$ cat config.mk
export PLATFORM = sky130hd
export DESIGN_NAME = inst_fetch
export DESIGN_NICKNAME = d
export VERILOG_FILES = /design/src/rtl/riscv_pkg.sv /design/src/rtl/fetch_skid.sv /design/src/rtl/inst_fetch.sv
export SDC_FILE = /design/constraint.sdc
export NUM_CORES = 1
export LEC_CHECK = 0
export CELL_PAD_IN_SITES_DETAIL_PLACEMENT = 1
export CELL_PAD_IN_SITES_GLOBAL_PLACEMENT = 2
export CORE_UTILIZATION = 33
export CTS_CLUSTER_SIZE = 20
export DETAILED_ROUTE_END_ITERATION = 10
export GPL_TIMING_DRIVEN = 0
export MAX_ROUTING_LAYER = met4
export PLACE_DENSITY_LB_ADDON = 0.1
export RECOVER_POWER = 100
export REMOVE_ABC_BUFFERS = 1
export SETUP_SLACK_MARGIN = 0.3
export SYNTH_ARGS = -nofsm -noshare
export SYNTH_HDL_FRONTEND = slang
export SYNTH_SLANG_ARGS = --single-unit
$ cat constraint.sdc
create_clock -name clk -period 19.2 [get_ports clk]
set_input_delay 3.84 -clock clk [delete_from_list [all_inputs] [get_ports clk]]
set_output_delay 3.84 -clock clk [all_outputs]
set_load 0.02 [all_outputs]
$ cat src/rtl/riscv_pkg.sv
// -----------------------------------------------------------------------------
// riscv_pkg -- shared types and constants for the instruction fetch stage.
//   fetch_state_t : fetch FSM encoding (S_REQ, S_WAIT, S_HOLD, S_DRAIN, S_TRAP)
//   INST_BYTES    : size of one instruction word in bytes
//   NOP_INST      : canonical NOP (addi x0, x0, 0) shown in IF/ID after reset
//   next_pc()     : sequential PC increment, wraps modulo 2^64
// -----------------------------------------------------------------------------
package riscv_pkg;

  localparam int          INST_BYTES = 4;
  localparam logic [31:0] NOP_INST   = 32'h0000_0013;

  typedef enum logic [2:0] {
    S_REQ   = 3'd0,
    S_WAIT  = 3'd1,
    S_HOLD  = 3'd2,
    S_DRAIN = 3'd3,
    S_TRAP  = 3'd4
  } fetch_state_t;

  function automatic logic [63:0] next_pc(input logic [63:0] pc);
    return pc + 64'(INST_BYTES);
  endfunction

endpackage

$ cat src/rtl/fetch_skid.sv
// -----------------------------------------------------------------------------
// fetch_skid -- one-entry skid buffer that parks a returned instruction while
// the IF/ID register is still occupied by an entry decode has not consumed.
//   clk, rst      : clock, synchronous active-high reset
//   load          : capture load_word/load_pc, mark entry valid
//   unload        : entry moved into IF/ID, mark empty
//   clear         : flush (redirect); wins over load and unload
//   valid/word/pc : held entry
// -----------------------------------------------------------------------------
module fetch_skid (
  input  logic        clk,
  input  logic        rst,
  input  logic        load,
  input  logic        unload,
  input  logic        clear,
  input  logic [31:0] load_word,
  input  logic [63:0] load_pc,
  output logic        valid,
  output logic [31:0] word,
  output logic [63:0] pc
);

  // NOTE: sequential state uses non-blocking (<=) so every flop samples the
  // pre-edge values of its inputs, regardless of block ordering.
  always_ff @(posedge clk) begin
    if (rst || clear) begin
      valid <= 1'b0;
    end else if (load) begin
      valid <= 1'b1;
    end else if (unload) begin
      valid <= 1'b0;
    end
  end

  // NOTE: payload registers are deliberately not reset; they are only read
  // while valid is set, so resetting them would add reset fan-out for nothing.
  always_ff @(posedge clk) begin
    if (load) begin
      word <= load_word;
      pc   <= load_pc;
    end
  end

endmodule

$ cat src/rtl/inst_fetch.sv
// -----------------------------------------------------------------------------
// inst_fetch -- instruction fetch stage with a single outstanding memory
// request, an IF/ID pipeline register and a one-entry skid buffer.
//   clk, rst                        : clock, synchronous active-high reset
//   imem_req_valid/ready, imem_addr : request channel to instruction memory
//   imem_rsp_valid, imem_rsp_data   : response channel (one word per request)
//   redirect_valid, redirect_pc     : control-flow change from downstream
//   id_ready                        : decode consumes the IF/ID entry
//   inst_valid, inst_code, inst_pc  : IF/ID register
//   fetch_misalign                  : misaligned redirect target trap flag
// Build option: define MISALIGN_TRAP_EN to trap on redirect targets whose low
// two bits are non-zero; otherwise those bits are forced to zero.
// -----------------------------------------------------------------------------
module inst_fetch
  import riscv_pkg::*;
#(
  parameter logic [63:0] RESET_PC = 64'h0000_0000_0000_0000
) (
  input  logic        clk,
  input  logic        rst,
  output logic        imem_req_valid,
  input  logic        imem_req_ready,
  output logic [63:0] imem_addr,
  input  logic        imem_rsp_valid,
  input  logic [31:0] imem_rsp_data,
  input  logic        redirect_valid,
  input  logic [63:0] redirect_pc,
  input  logic        id_ready,
  output logic        inst_valid,
  output logic [31:0] inst_code,
  output logic [63:0] inst_pc,
  output logic        fetch_misalign
);

  fetch_state_t state_q, state_d;
  logic [63:0]  pc_q;
  logic [63:0]  redirect_target;
  logic         redirect_misaligned;

  logic         skid_valid;
  logic [31:0]  skid_word;
  logic [63:0]  skid_pc;

`ifdef MISALIGN_TRAP_EN
  assign redirect_target     = redirect_pc;
  assign redirect_misaligned = (redirect_pc[1:0] != 2'b00);
`else
  assign redirect_target     = redirect_pc & ~64'h3;
  assign redirect_misaligned = 1'b0;
`endif

  assign imem_req_valid = (state_q == S_REQ);
  assign imem_addr      = pc_q;

  // A response is only meaningful in S_WAIT; in S_DRAIN it is swallowed and
  // everywhere else it is ignored.
  logic rsp_take, ifid_free, load_rsp, load_skid, unload_skid, still_pending;
  assign rsp_take    = (state_q == S_WAIT) && imem_rsp_valid;
  assign ifid_free   = !inst_valid || id_ready;
  assign load_rsp    = !redirect_valid && rsp_take && ifid_free;
  assign load_skid   = !redirect_valid && rsp_take && !ifid_free;
  assign unload_skid = !redirect_valid && (state_q == S_HOLD) && skid_valid && id_ready;

  // A request is still in flight after this edge if it was accepted now, or
  // was already outstanding and its response has not arrived this cycle.
  assign still_pending = ((state_q == S_REQ) && imem_req_ready) ||
                         (((state_q == S_WAIT) || (state_q == S_DRAIN)) && !imem_rsp_valid);

  // NOTE: state_d gets a default before any branch so no path leaves it
  // unassigned, which would otherwise infer a latch.
  always_comb begin
    state_d = state_q;
    if (redirect_valid) begin
      if (redirect_misaligned)  state_d = S_TRAP;
      else if (still_pending)   state_d = S_DRAIN;
      else                      state_d = S_REQ;
    end else begin
      case (state_q)
        S_REQ:   if (imem_req_ready) state_d = S_WAIT;
        S_WAIT:  if (imem_rsp_valid) state_d = ifid_free ? S_REQ : S_HOLD;
        S_HOLD:  if (id_ready)       state_d = S_REQ;
        S_DRAIN: if (imem_rsp_valid) state_d = S_REQ;
        S_TRAP:                      state_d = S_TRAP;
        default:                     state_d = S_REQ;
      endcase
    end
  end

  always_ff @(posedge clk) begin
    if (rst) begin
      state_q    <= S_REQ;
      pc_q       <= RESET_PC;
      inst_valid <= 1'b0;
      inst_code  <= NOP_INST;
      inst_pc    <= '0;
    end else begin
      state_q <= state_d;

      if (redirect_valid)  pc_q <= redirect_target;
      else if (rsp_take)   pc_q <= next_pc(pc_q);

      if (redirect_valid) begin
        inst_valid <= 1'b0;
      end else if (load_rsp) begin
        inst_valid <= 1'b1;
        inst_code  <= imem_rsp_data;
        inst_pc    <= pc_q;
      end else if (unload_skid) begin
        inst_valid <= 1'b1;
        inst_code  <= skid_word;
        inst_pc    <= skid_pc;
      end else if (id_ready) begin
        inst_valid <= 1'b0;
      end
    end
  end

`ifdef MISALIGN_TRAP_EN
  logic misalign_q;
  always_ff @(posedge clk) begin
    if (rst)                 misalign_q <= 1'b0;
    else if (redirect_valid) misalign_q <= redirect_misaligned;
  end
  assign fetch_misalign = misalign_q;
`else
  assign fetch_misalign = 1'b0;
`endif

  fetch_skid u_skid (
    .clk       (clk),
    .rst       (rst),
    .load      (load_skid),
    .unload    (unload_skid),
    .clear     (redirect_valid),
    .load_word (imem_rsp_data),
    .load_pc   (pc_q),
    .valid     (skid_valid),
    .word      (skid_word),
    .pc        (skid_pc)
  );

endmodule
==> run summary <==
* complete, but fails checks — run status
* DRC, capacitance limit, slew limit — violations in the final reports
* 0.0308 mm^2 — placeable core region
* sky130_fd_sc_hd__dfxtp_1 — cell taking the most area after synthesis
* 0 — # Post-CTS Setup Buffers
* 1363 — number of nets in the final layout
* sky130_fd_sc_hd__clkbuf_16 — clk root buf
* 33600 um — total routed wirelength
* 0 — hold violation count in the final report
* 5.07% — ratio of cells with drive above 1 in the final layout
* 255 — clock sink count
* 62 — critical-path maximum fanout
* buffers and inverters — cell class contributing the biggest share of worst-path delay
* 441 — number of DRC markers in iteration 0
* 88.1 mW/mm^2 — power density normalized to cell area
* 4 — initial antenna violation count
* sky130_fd_sc_hd__clkbuf_1 — most numerous cell on the critical path
* 4.06 ns — actual slew at the worst max-slew pin
* 3368 — final-layout fill cell count
* 12.51 ns — critical path arrival
* 58.0% — register area share after synthesis
* 180 um — Die Ht
* 6.92 ns — post-route setup slack
* input pin to flop — Setup CP Type
* 0.06 ns — clock transition at the registers of the reported paths
* -171% — worst relative slew slack
* flop — kind of end point of the critical path
* yes — clock tree from TritonCTS
* 20.0 um — post-DR wirelength/cell
* 46.4% — post-route core utilization
* 0.0104 mm^2 — Post-Syn Area
* 28.1% — GRT met1 Usage
* sky130_fd_sc_hd__dlygate4sd3_1, sky130_fd_sc_hd__dfxtp_1, sky130_fd_sc_hd__nand2_1, sky130_fd_sc_hd__a21oi_1, sky130_fd_sc_hd__edfxtp_1 — most used cells in the layout excluding fill and tap cells
* 257 — count of input and output buffers
* sky130_fd_sc_hd__dlygate4sd3_1 — most common cell after layout, fill and taps aside
* 0 — number of warnings reported in the yosys synthesis log
* 0.54 ns — clock latency on the worst-skew pair
* 21.0% — GRT Util Overall
* sky130_fd_sc_hd__dfxtp_1, sky130_fd_sc_hd__edfxtp_1, sky130_fd_sc_hd__a22oi_1 — Area contributors post-synth
* input pin — type of element launching the critical path
* 85 — maximum number of pins on one net before global-route repair
* 4.11% — met3 track demand over resource
* 19.43 ns — data required time of the worst path
* 21 — drc violations
* 5.00 nW — leakage power
* 94 — number of flops mapped to enable cells by yosys
* 30.9% — fraction of post-synthesis cell area in the top cell type by area
* 52900 um — first-pass GRT wire length
* 1625 — cell count after placement
* 0 — Finish-stage setup viols
* 5 — max cap viols
* 10.2 um^2 — average cell area after synthesis
* sky130_fd_sc_hd__dfxtp_1 — most instantiated flip-flop cell in the synthesis netlist
* 8888 — routed via count
* 0.0000681 V — IR Drop Worst-Case VDD
* 0.0323 mm^2 — overall die area
* false — RSZ-0062 raised after global routing
* 0 — Remaining Overflow, GRT
* 5.28 — number of vias per cell
* 0 — number of cells upsized or downsized after cts
* flop to flop — classification of the worst-slack hold path
* dlygate4sd3_1 > nor4bb_1 > clkbuf_1 > and3_1 > clkbuf_1 > nor2_1 > clkbuf_1 > clkbuf_1 > nand2_1 > a21oi_1 — crit-path cells
* 3 — buffers from clock root to sink, at most
* 180 um — Die Span X
* sky130_fd_sc_hd__clkbuf_1 — standard cell with the maximum stage delay on the critical path
* met2 — layer with the highest usage
* 0% — share of synthesized registers carrying an async set or reset
* 1682 — number of non-filler instances in the completed layout
* 0.00126 W — Tot Pwr
* 265 — ports placed on the boundary
* 1 — maximum level of the CTS H-tree
* 0 — CTS Hold Bufs
* 1024 — Post-Syn Instances
* 29 — TritonCTS buffer count
* 0.0135 mm^2 — post-placement cell area
* 0.0143 mm^2 — Non-Filler Cell Area, Final
* 10.76 ns — worst setup slack after placement
* 7 — number of search-and-repair iterations in the first detailed-routing pass
* 255 — post-synthesis register bit count
* 8968 — vias in the first global route
* 33.8% — initial standard-cell utilization of the core
* 259 — max-slew violation total from the final report
* 5 — Buf/Inv on CP
* 33.1% — met2 Use GR
* 64 — floorplan row count
* 22400 um — placed wire-length estimate after detailed placement
* 2.39 ns — peak per-stage delay on the critical path
* 37.4% — layout overhead on the synthesized area
* 64.0% — final period utilization
* 51 — post-synth cell types
* 0.709 — Routability Congestion
* 12.28 ns — crit path time final
* 0.00849 ns — maximum clock skew at final layout
* 81.4 MHz — Max Clk Rate
* 0 — post-detailed-route count of antenna-violating nets
layout make-up:
class / count / area [um^2] / area share, %
diodes: 4 / 10.0 / 0.0700
clock buffers: 38 / 820 / 5.73
clock inverters: 15 / 159 / 1.11
inverters: 12 / 47.5 / 0.332
multi-input cells: 685 / 4020 / 28.1
flip-flops and latches: 255 / 6050 / 42.3
well taps: 396 / 495 / 3.46
repair buffers: 277 / 2710 / 18.9
worst paths after layout:
kind / startpoint / slack [ns] / depth (start not counted) / to
worst min-delay path: inst_pc[6] / 0.45 / 2 / inst_pc[6]
worst max register to register: state_q[0] / 10.45 / 9 / inst_code[25]
worst min register to register: inst_pc[6] / 0.45 / 2 / inst_pc[6]
worst max-delay path: imem_rsp_valid / 6.92 / 10 / inst_code[25]
per-layer routing:
layer	up-vias	part of all wire [%]
met1	4338	47
met2	220	46
met5	-	0
met4	0	1.3
li1	4300	-
met3	30	6.3
synth_stat cells (all sizes together) (14+ instances only):
library cell    n
or4            15
nor3           14
a21oi         113
edfxtp         94
nor2           66
nor4           17
nand2         133
nand3          29
dfxtp         161
and3           18
a22oi          91
nand4          23
xnor2          19
xor2           17
a311oi         20
clkbuf         64
a211oi         27
through the flow:
stage / hold slack (ns) / setup TNS, ns
floorplan: 0.489 / 0
global placement: 0.441 / -419.52
detailed placement: 0.447 / 0
CTS: 0.455 / 0
global route: 0.476 / 0
finish: 0.450 / 0
flip-flops by register name, summed over array words and instances, names as in the netlist:
signal	cells
state_q	3
inst_code	32
inst_pc	62
u_skid.word	32
inst_valid	1
imem_addr	62
u_skid.valid	1
u_skid.pc	62
tightest hold or removal path, delay by kind of cell, from the launching register on:
kind             cells  cell delay, ns
AND/OR/NAND/NOR      1            0.05
AO/OA/AOI/OAI        1            0.05
flip-flops           1            0.30
cell families after synthesis:
| group | after synthesis | synth area share, % |
|---|---|---|
| xor+xnor | 36 | 3.03 |
| fa+ha+maj | 1 | 0.120 |
| mux | 5 | 0.480 |
| simple gates | 354 | 17.0 |
| other cells | 1 | 0.0360 |
| buf+inv | 88 | 3.51 |
| compound gates | 284 | 17.8 |
| flops | 255 | 58.0 |
power by group:
group / total (W) / internal [W] / switching [W]
Combinational: 0.0000988 / 0.0000461 / 0.0000526
Sequential: 0.000593 / 0.000572 / 0.0000207
Clock: 0.000569 / 0.000340 / 0.000228
No activity file was read; power rests on OpenSTA's default activity.
